<file path="src/rtl/mux_arbiter_if.sv">
// mux_arbiter_if: flit handshake between both router input ports, the downstream link and the output-mux arbiter.
interface mux_arbiter_if #(
    parameter int TYPEW = 2
);
    logic             ivalid_0;
    logic [TYPEW-1:0] itype_0;
    logic             ivalid_1;
    logic [TYPEW-1:0] itype_1;
    logic             ordy;
    logic [1:0]       sel;
    logic             oack_0;
    logic             oack_1;
    logic             obusy;
    logic             oerr;
    modport slave (
        input  ivalid_0, itype_0, ivalid_1, itype_1, ordy,
        output sel, oack_0, oack_1, obusy, oerr
    );
    modport master (
        output ivalid_0, itype_0, ivalid_1, itype_1, ordy,
        input  sel, oack_0, oack_1, obusy, oerr
    );
endinterface

</file>
<file path="src/rtl/mux_arbiter.sv">
// mux_arbiter: packet-level round-robin lock of the 2:1 output mux, with a flit-count guard against lost tails.
module mux_arbiter #(
    parameter int               TYPEW  = 2,
    parameter logic [TYPEW-1:0] T_HEAD = 2'b01,
    parameter logic [TYPEW-1:0] T_TAIL = 2'b10,
    parameter logic [TYPEW-1:0] T_DATA = 2'b11,
    parameter int               MAXLEN = 32,
    parameter int               CNTW   = 6
) (
    input logic          clk,
    input logic          rst_,
    mux_arbiter_if.slave bus
);
    typedef enum logic {IDLE, LOCK} state_t;
    localparam logic [CNTW:0] MAX = (CNTW+1)'(MAXLEN);
    state_t           state;
    logic             prio;
    logic [CNTW-1:0]  cnt;
    logic             xfer_0, xfer_1, xfer, own;
    logic             head_0, head_1, bad_idle, win;
    logic [TYPEW-1:0] otype;
    logic [CNTW:0]    cnt_inc;
    logic             is_tail, overrun, proto;
    assign xfer_0     = bus.sel[0] & bus.ivalid_0 & bus.ordy;
    assign xfer_1     = bus.sel[1] & bus.ivalid_1 & bus.ordy;
    assign bus.oack_0 = xfer_0;
    assign bus.oack_1 = xfer_1;
    assign xfer       = xfer_0 | xfer_1;
    assign own        = bus.sel[1];
    assign otype      = own ? bus.itype_1 : bus.itype_0;
    assign head_0     = bus.ivalid_0 & (bus.itype_0 == T_HEAD);
    assign head_1     = bus.ivalid_1 & (bus.itype_1 == T_HEAD);
    // Anything but a HEAD arriving while no packet owns the output is a protocol error.
    assign bad_idle   = (bus.ivalid_0 & (bus.itype_0 inside {T_DATA, T_TAIL, '0})) |
                        (bus.ivalid_1 & (bus.itype_1 inside {T_DATA, T_TAIL, '0}));
    assign win        = (head_0 & head_1) ? prio : head_1;
    assign cnt_inc    = {1'b0, cnt} + 1'b1;
    assign is_tail    = otype == T_TAIL;
    assign overrun    = !is_tail && cnt_inc == MAX;
    assign proto      = otype == T_HEAD && cnt != '0;
    always_ff @(posedge clk or negedge rst_) begin
        if (!rst_) begin
            state     <= IDLE;
            bus.sel   <= 2'b00;
            bus.obusy <= 1'b0;
            bus.oerr  <= 1'b0;
            cnt       <= '0;
            prio      <= 1'b0;
        end else if (state == IDLE) begin
            if (bad_idle) bus.oerr <= 1'b1;
            if (head_0 | head_1) begin
                bus.sel   <= win ? 2'b10 : 2'b01;
                bus.obusy <= 1'b1;
                cnt       <= '0;
                state     <= LOCK;
            end
        end else if (xfer) begin
            cnt <= &cnt ? cnt : cnt_inc[CNTW-1:0];
            if (proto || overrun) bus.oerr <= 1'b1;
            // A missing TAIL is treated as if the MAXLEN-th flit were the TAIL.
            if (is_tail || overrun) begin
                bus.sel   <= 2'b00;
                bus.obusy <= 1'b0;
                prio      <= ~own;
                state     <= IDLE;
            end
        end
    end
endmodule

</file>
<file path="src/flat_wrapper.sv">
// flat-port wrapper written by rule: the top's interface ports become plain ports
module mux_arbiter_flat 
#(
    parameter int               TYPEW  = 2,
    parameter logic [TYPEW-1:0] T_HEAD = 2'b01,
    parameter logic [TYPEW-1:0] T_TAIL = 2'b10,
    parameter logic [TYPEW-1:0] T_DATA = 2'b11,
    parameter int               MAXLEN = 32,
    parameter int               CNTW   = 6
)
  (clk, rst_, bus_ivalid_0, bus_itype_0, bus_ivalid_1, bus_itype_1, bus_ordy, bus_sel, bus_oack_0, bus_oack_1, bus_obusy, bus_oerr);
  mux_arbiter_if #(.TYPEW(TYPEW)) bus_i ();
  input logic clk;
  input logic rst_;
  input wire logic [$bits(bus_i.ivalid_0)-1:0] bus_ivalid_0;
  input wire logic [$bits(bus_i.itype_0)-1:0] bus_itype_0;
  input wire logic [$bits(bus_i.ivalid_1)-1:0] bus_ivalid_1;
  input wire logic [$bits(bus_i.itype_1)-1:0] bus_itype_1;
  input wire logic [$bits(bus_i.ordy)-1:0] bus_ordy;
  output wire logic [$bits(bus_i.sel)-1:0] bus_sel;
  output wire logic [$bits(bus_i.oack_0)-1:0] bus_oack_0;
  output wire logic [$bits(bus_i.oack_1)-1:0] bus_oack_1;
  output wire logic [$bits(bus_i.obusy)-1:0] bus_obusy;
  output wire logic [$bits(bus_i.oerr)-1:0] bus_oerr;
  assign bus_i.ivalid_0 = bus_ivalid_0;
  assign bus_i.itype_0 = bus_itype_0;
  assign bus_i.ivalid_1 = bus_ivalid_1;
  assign bus_i.itype_1 = bus_itype_1;
  assign bus_i.ordy = bus_ordy;
  assign bus_sel = bus_i.sel;
  assign bus_oack_0 = bus_i.oack_0;
  assign bus_oack_1 = bus_i.oack_1;
  assign bus_obusy = bus_i.obusy;
  assign bus_oerr = bus_i.oerr;
  mux_arbiter #(.TYPEW(TYPEW), .T_HEAD(T_HEAD), .T_TAIL(T_TAIL), .T_DATA(T_DATA), .MAXLEN(MAXLEN), .CNTW(CNTW)) u_core (.clk(clk), .rst_(rst_), .bus(bus_i));
endmodule
</file>
<file path="config.mk">
export PLATFORM = sky130hd
export DESIGN_NAME = mux_arbiter_flat
export DESIGN_NICKNAME = d
export VERILOG_FILES = /design/src/rtl/mux_arbiter_if.sv /design/src/rtl/mux_arbiter.sv /design/src/flat_wrapper.sv
export SDC_FILE = /design/constraint.sdc
export NUM_CORES = 1
export LEC_CHECK = 0
export ABC_CLOCK_PERIOD_IN_PS = 2500
export CAP_MARGIN = 10
export CORE_AREA = 2 2 53 55
export CTS_CLUSTER_DIAMETER = 120
export CTS_CLUSTER_SIZE = 20
export DETAILED_ROUTE_END_ITERATION = 16
export DIE_AREA = 0 0 55 57
export GPL_TIMING_DRIVEN = 0
export PLACE_DENSITY_LB_ADDON = 0.08
export SYNTH_ARGS = -nofsm -noshare
export SYNTH_HDL_FRONTEND = slang
export SYNTH_SLANG_ARGS = --single-unit
</file>
<file path="constraint.sdc">
create_clock -name clk -period 2.5 [get_ports clk]
set_input_delay 0.5 -clock clk [delete_from_list [all_inputs] [get_ports clk]]
set_output_delay 0.5 -clock clk [all_outputs]
set_load 0.02 [all_outputs]
</file>
==> flow_metrics.tcl <==
set metrics [dict create \
    cts_sinks 12 \
    netlist-cell-type-count 36 \
    synth.yosys.seq_area_share_pct 35.7 \
    slowest_stage "clkdlybuf4s50_1" \
    core-area_mm2 0.00262 \
    synth_top_area_share_pct 35.7 \
    cts_hold_buf 0 \
    power_density_mw_per_mm2 855 \
    endpoint_kind "output port" \
    drv_cap 0 \
    startpoint_type "input pin" \
    cp_cell_sequence "clkdlybuf4s50_1 > and3_1 > clkdlybuf4s50_1" \
    htree_levels 1 \
    grt_start_max_net_pins 13 \
    hold_path_class "reg2reg" \
    fin_crit_sh_pct 93.4 \
    grt_pass1_wl_mm 3.36 \
    syn-cell-area_um2 842 \
    fmax_mhz 428 \
    worst-slew-pin-transition_ps 554 \
    cts_buffers 3 \
    cts_tree "built" \
    finalWeightedCongestion 0.740 \
    post-route-drc-count 0 \
    syn_nets 108 \
    crit_required_ps 2000 \
    post_cts_resized 0 \
    cts_root_buffer "clkbuf_4" \
    dieArea_mm2 0.00314 \
    cp.arrival_ps 1830 \
    stdcell_count 146 \
    fill_cells 279 \
    ios 15 \
    path_common_cell "clkdlybuf4s50_1" \
    die_w_um 55 \
    cts_setup_buffers 0 \
    post-synth-top-area-cell "dfrtp_1" \
    start_util_pct 32.2 \
    nets 127 \
    synth-async-reset-ratio_pct 100 \
    ir_worst_vdd_uv 488 \
    area_growth_pct 25.6 \
    dp.cells 142 \
    fp-row-count 19 \
    synth-edff-count 0 \
    drtIter0Drc 22 \
    dp_hpwl_mm 1.48 \
    tns_ps 0 \
    ys.flop_type "dfrtp_1" \
    wirelength_mm 2.00 \
    syn_area_per_cell_um2 8.68 \
    antenna_cells 0 \
    finalCriticalPeriod_ps 2330 \
    clock_latency_ps 270 \
    die_h_um 57 \
    synth_area_leaders "dfrtp_1 (36%), mux2i_1 (4.8%), nand3_1 (4.8%)" \
    hold_viol_final 0 \
    drive_gt1_share_pct 9.57 \
    grt_usage_pct 14.5 \
    crit_fanout 6 \
    slowest_delay_ps 590 \
    avgRoutedWirePerCell_um 13.7 \
    setup-violations-final 0 \
    post-synth-top-count-cell "dfrtp_1" \
    synth_seq_cells 12 \
    clockBufferDepth 2 \
    clkSlewWorstSetupHoldPaths_ps 80 \
    rsz0062_at_grt "false" \
    path_class "in2out" \
    status "finished clean" \
    vias 777 \
    slew_headroom_pct 62.9 \
    drv_slew 0 \
    p_leak_uw 0.000460 \
    drt_first_pass_iters 4 \
    io_buffers 14 \
    fin_skew_ps 2.13 \
    viasPerCell 5.32 \
    synth_cells 97 \
    synthTopCellsByCount "dfrtp_1 (12), nand2_1 (9), nand3_1 (8), o21ai_0 (8), inv_1 (5)" \
    multiInputGateArea_um2 504 \
    grt_pass1_vias 765 \
    ant_nets 0 \
    grt-ovfl-total 0 \
    seq_area_um2 300 \
    yosysWarnings 0 \
    antenna_found_initial 0 \
]
flip-flops by register name (all words and copies together), names as in the netlist:
register          flops
u_core.cnt            6
u_core.bus.sel        2
u_core.bus.obusy      1
u_core.bus.oerr       1
u_core.prio           1
u_core.state          1
report_power, final:
part	total [µW]	switching, µW	internal [µW]
logic	415	230	185
clock network	161	72.2	88.4
registers	329	73.2	256
routing by layer:
metal / vias to the layer above / wire (µm) / GRT usage [%]
met5: - / 0 / 0
met4: 0 / 15 / 4.18
met3: 2 / 66 / 3.40
met2: 15 / 940 / 21.4
met1: 365 / 977 / 21.1
li1: 395 / - / -
logic make-up (layout without fill, tap and decap cells):
| group | count (synthesis) | after routing | share of synthesized area (%) |
|---|---|---|---|
| adders and majority gates | 2 | 2 | 2.97 |
| muxes | 5 | 5 | 6.39 |
| xor gates and xnor gates | 1 | 1 | 1.04 |
| AOI/OAI and AO/OA | 30 | 30 | 24.5 |
| and+or+nand+nor | 38 | 38 | 25.0 |
| DFF | 12 | 12 | 35.7 |
| buffers and inverters | 9 | 27 | 4.46 |
final cells by class:
cell class | instances | share of cell area (%)
tap | 31 | 3.67
multi-input combinational | 76 | 47.7
clock buffer | 4 | 3.43
sequential | 12 | 28.4
timing repair buffer | 14 | 13.3
inverter | 5 | 1.78
buffer | 4 | 1.78
path summary, 6_finish.rpt:
check | cells after the start | slack [ps] | end | start
max | 3 | 170 | bus_oack_1 | bus_ivalid_1
min | 2 | 550 | u_core.bus.obusy | u_core.bus.obusy
max reg2reg | 5 | 870 | u_core.cnt[3] | u_core.cnt[0]
min reg2reg | 2 | 550 | u_core.bus.obusy | u_core.bus.obusy
max in group asynchronous | 1 | 1560 | u_core.bus.obusy | rst_
min in group asynchronous | 1 | 580 | u_core.prio | rst_
layout by cell type (no fill, tap or decap), types with 4 or more instances in the layout:
master            n
inv_1             5
nand3_1           8
clkdlybuf4s50_1  14
o21ai_0           8
mux2i_1           4
nor2_1            4
nand2_1           9
dfrtp_1          12
metrics by stage:
step / power (µW) / area (µm²) / hold slack, ps / utilization [%] / setup slack, ps
2_1_floorplan: 610 / 842 / 204 / - / 998
3_3_place_gp: 749 / 1020 / 528 / 39.0 / 153
3_5_place_dp: 748 / 1020 / 536 / 39.0 / 162
4_1_cts: 915 / 1060 / 562 / 40.4 / 162
5_1_grt: 991 / 1060 / 588 / 40.4 / 130
6_report: 904 / 1060 / 548 / 40.4 / 166
worst max-delay path, delay by kind of cell:
| family | cells | cell delay, ps |
|---|---|---|
| buffers and inverters | 2 | 1150 |
| and+or+nand+nor | 1 | 180 |
No activity file was read; power rests on OpenSTA's default activity.
==> RTL edit: new RTL, same flow settings <==
`CNTW` is set to 6 in 2 places; all go to 12.
--- a/src/rtl/mux_arbiter.sv
+++ b/src/rtl/mux_arbiter.sv
@@ -5,7 +5,7 @@
     parameter logic [TYPEW-1:0] T_TAIL = 2'b10,
     parameter logic [TYPEW-1:0] T_DATA = 2'b11,
     parameter int               MAXLEN = 32,
-    parameter int               CNTW   = 6
+    parameter int               CNTW   = 12
 ) (
     input logic          clk,
     input logic          rst_,
--- a/src/flat_wrapper.sv
+++ b/src/flat_wrapper.sv
@@ -6,7 +6,7 @@
     parameter logic [TYPEW-1:0] T_TAIL = 2'b10,
     parameter logic [TYPEW-1:0] T_DATA = 2'b11,
     parameter int               MAXLEN = 32,
-    parameter int               CNTW   = 6
+    parameter int               CNTW   = 12
 )
   (clk, rst_, bus_ivalid_0, bus_itype_0, bus_ivalid_1, bus_itype_1, bus_ordy, bus_sel, bus_oack_0, bus_oack_1, bus_obusy, bus_oerr);
   mux_arbiter_if #(.TYPEW(TYPEW)) bus_i ();
Formal check against the unedited RTL: same outputs for any inputs over 10 cycles, from zero or initial values and one cycle with rst_ low; that may be too few to reach the edited logic, so the function may still have changed.
==> RTL edit against the original RTL <==
  * Sequential cell count rose by 6
  * Routed wire length rose by 60%
  * Fmax rose by 0.34%
  * Setup slack improved by 7.9 ps
  * Sequential power rose by 25%
  * Design area rose by 48%
  * Critical path depth rose by 5
  * Sequential share of layout area rose by 0.37 points
  * Clock power rose by 17%
  * Core utilization rose by 19 points
  * Total power rose by 19%
  * Area after synthesis rose by 59%
  * Highest routed layer unchanged
==> RTL edit: results (changes against the original RTL) <==
| Metric | Value |
|---|---|
| Filler cell count | `255 (was 279)` |
| Crit-path max FO | `10 (was 6)` |
| Ranking of synthesized cells by area | `dfrtp_1, o21ai_0, nand2_1, nand3_1, ha_1 (was dfrtp_1, mux2i_1, nand3_1, o21ai_0, nand2_1)` |
| VDD IR-drop max | `0.6445 mV (was 0.4882 mV)` |
| Clock skew | `11.07 ps (was 2.130 ps)` |
| Drt total wl | `3.199 mm (was 2.000 mm)` |
| First-pass iteration count of the detailed router | `5 (was 4)` |
| Synth cell count leaders | `dfrtp_1, o21ai_0, nand2_1, nand3_1, nor2_1 (was dfrtp_1, nand2_1, nand3_1, o21ai_0, inv_1)` |
| Setup bufs post-CTS | `0 (unchanged)` |
| Routability Congestion | `0.8700 (was 0.7395)` |
| Vias in the first global route | `1169 (was 765)` |
| Critical path arrival | `2500 ps (was 1830 ps)` |
| DRT iter0 DRCs | `53 (was 22)` |
| CTS clk-pin slew, worst paths | `120 ps (was 80 ps)` |
| Net Sw Power | `0.4373 mW (was 0.3752 mW)` |
| Largest net degree at the start of global routing | `19 (was 13)` |
| Clk_lat worst skew | `310 ps (was 270 ps)` |
| Unique masters post-synth | `49 (was 36)` |
| Outcome | `completed (unchanged)` |
| Largest regs | `u_core.cnt: 12 flops, u_core.bus.sel: 2 flops (was u_core.cnt: 6 flops, u_core.bus.sel: 2 flops)` |
| Leak | `0.6308 nW (was 0.4602 nW)` |
| CTS buffer count | `3 (unchanged)` |
| Sequential share of power | `38.2% (was 36.4%)` |
| Slew Limit Headroom | `44.54% (was 62.92%)` |
| Syn Nets | `167 (was 108)` |
| Nets | `186 (was 127)` |
| Area after DPL | `1516 µm² (was 1021 µm²)` |
| Post-detail-place hpwl | `2.339 mm (was 1.476 mm)` |
| Fraction of final layout cells with drive strength greater than 1 | `16.18% (was 9.565%)` |
| All-Layer GR Usage | `23.15% (was 14.53%)` |
==> RTL edit: logic make-up (layout without fill, tap and decap cells) <==
kind of cell	Yosys count	in the layout	share of synthesized area [%]
simple gates	59	59	24.88
compound gates	53	53	26.94
flops	18	18	33.68
buf+inv	17	35	8.418
xor+xnor	5	5	3.275
fa+ha+maj	3	3	2.807
==> RTL edit: worst max-delay path, cell delays in order, from the launching register on <==
cell and delay, ps:
dfrtp_1 510, ha_1 310, nand3_2 160, nor3_2 350, a41o_1 300, buf_2 250, nor2_1 60, o21ai_0 150
o21ai_0 120
==> RTL edit: area by class of cell <==
class                   count  area share [%]
multi-input cells         120           50.28
flip-flops and latches     18           28.78
repair buffers             14           8.953
plain buffers              11           5.755
well taps                  31           2.478
clock buffers               4           2.318
inverters                   6           1.439
==> RTL edit: path summary, 6_finish.rpt <==
check                                            startpoint                          end  slack, ps
worst max-delay path              u_core.cnt[0]$_DFFE_PN0P_    u_core.cnt[2]$_DFFE_PN0P_        170
worst min-delay path            u_core.bus.oerr$_DFFE_PN0P_  u_core.bus.oerr$_DFFE_PN0P_        490
worst max register to register    u_core.cnt[0]$_DFFE_PN0P_    u_core.cnt[2]$_DFFE_PN0P_        170
worst min register to register  u_core.bus.oerr$_DFFE_PN0P_  u_core.bus.oerr$_DFFE_PN0P_        490
max in group asynchronous                              rst_      u_core.prio$_DFFE_PN0P_       1320
min in group asynchronous                              rst_    u_core.cnt[7]$_DFFE_PN0P_        650
==> RTL edit: per-layer routing <==
| metal | track usage [%] | part of all wire, % | vias up | wire [µm] |
|---|---|---|---|---|
| met5 | 0 | 0 | - | 0 |
| met4 | 7.666 | 1.1 | 0 | 35 |
| met3 | 3.403 | 7.8 | 5 | 249 |
| met2 | 36.73 | 47 | 41 | 1501 |
| met1 | 31.99 | 44 | 594 | 1412 |
| li1 | - | - | 606 | - |
==> RTL edit: power by group through the flow <==
stage                     Combinational, mW  Sequential [mW]  Clock, mW
after floorplan                       0.310            0.418          0
after global placement                0.451            0.411          0
after detailed placement              0.466            0.416          0
after CTS                             0.468            0.410      0.191
after global routing                  0.526            0.422      0.207
final                                 0.475            0.411      0.189
==> RTL edit: through the flow <==
stage	hold slack, ps	power, mW	worst slack (ps)	instances
2_1_floorplan	204.4	0.7277	435.9	155
4_1_cts	496.1	1.070	32.83	204
5_1_grt	513.4	1.156	23.25	204
3_5_place_dp	469.4	0.8810	-80.83	200
6_report	494.9	1.075	173.7	204
3_3_place_gp	462.6	0.8619	-46.59	200
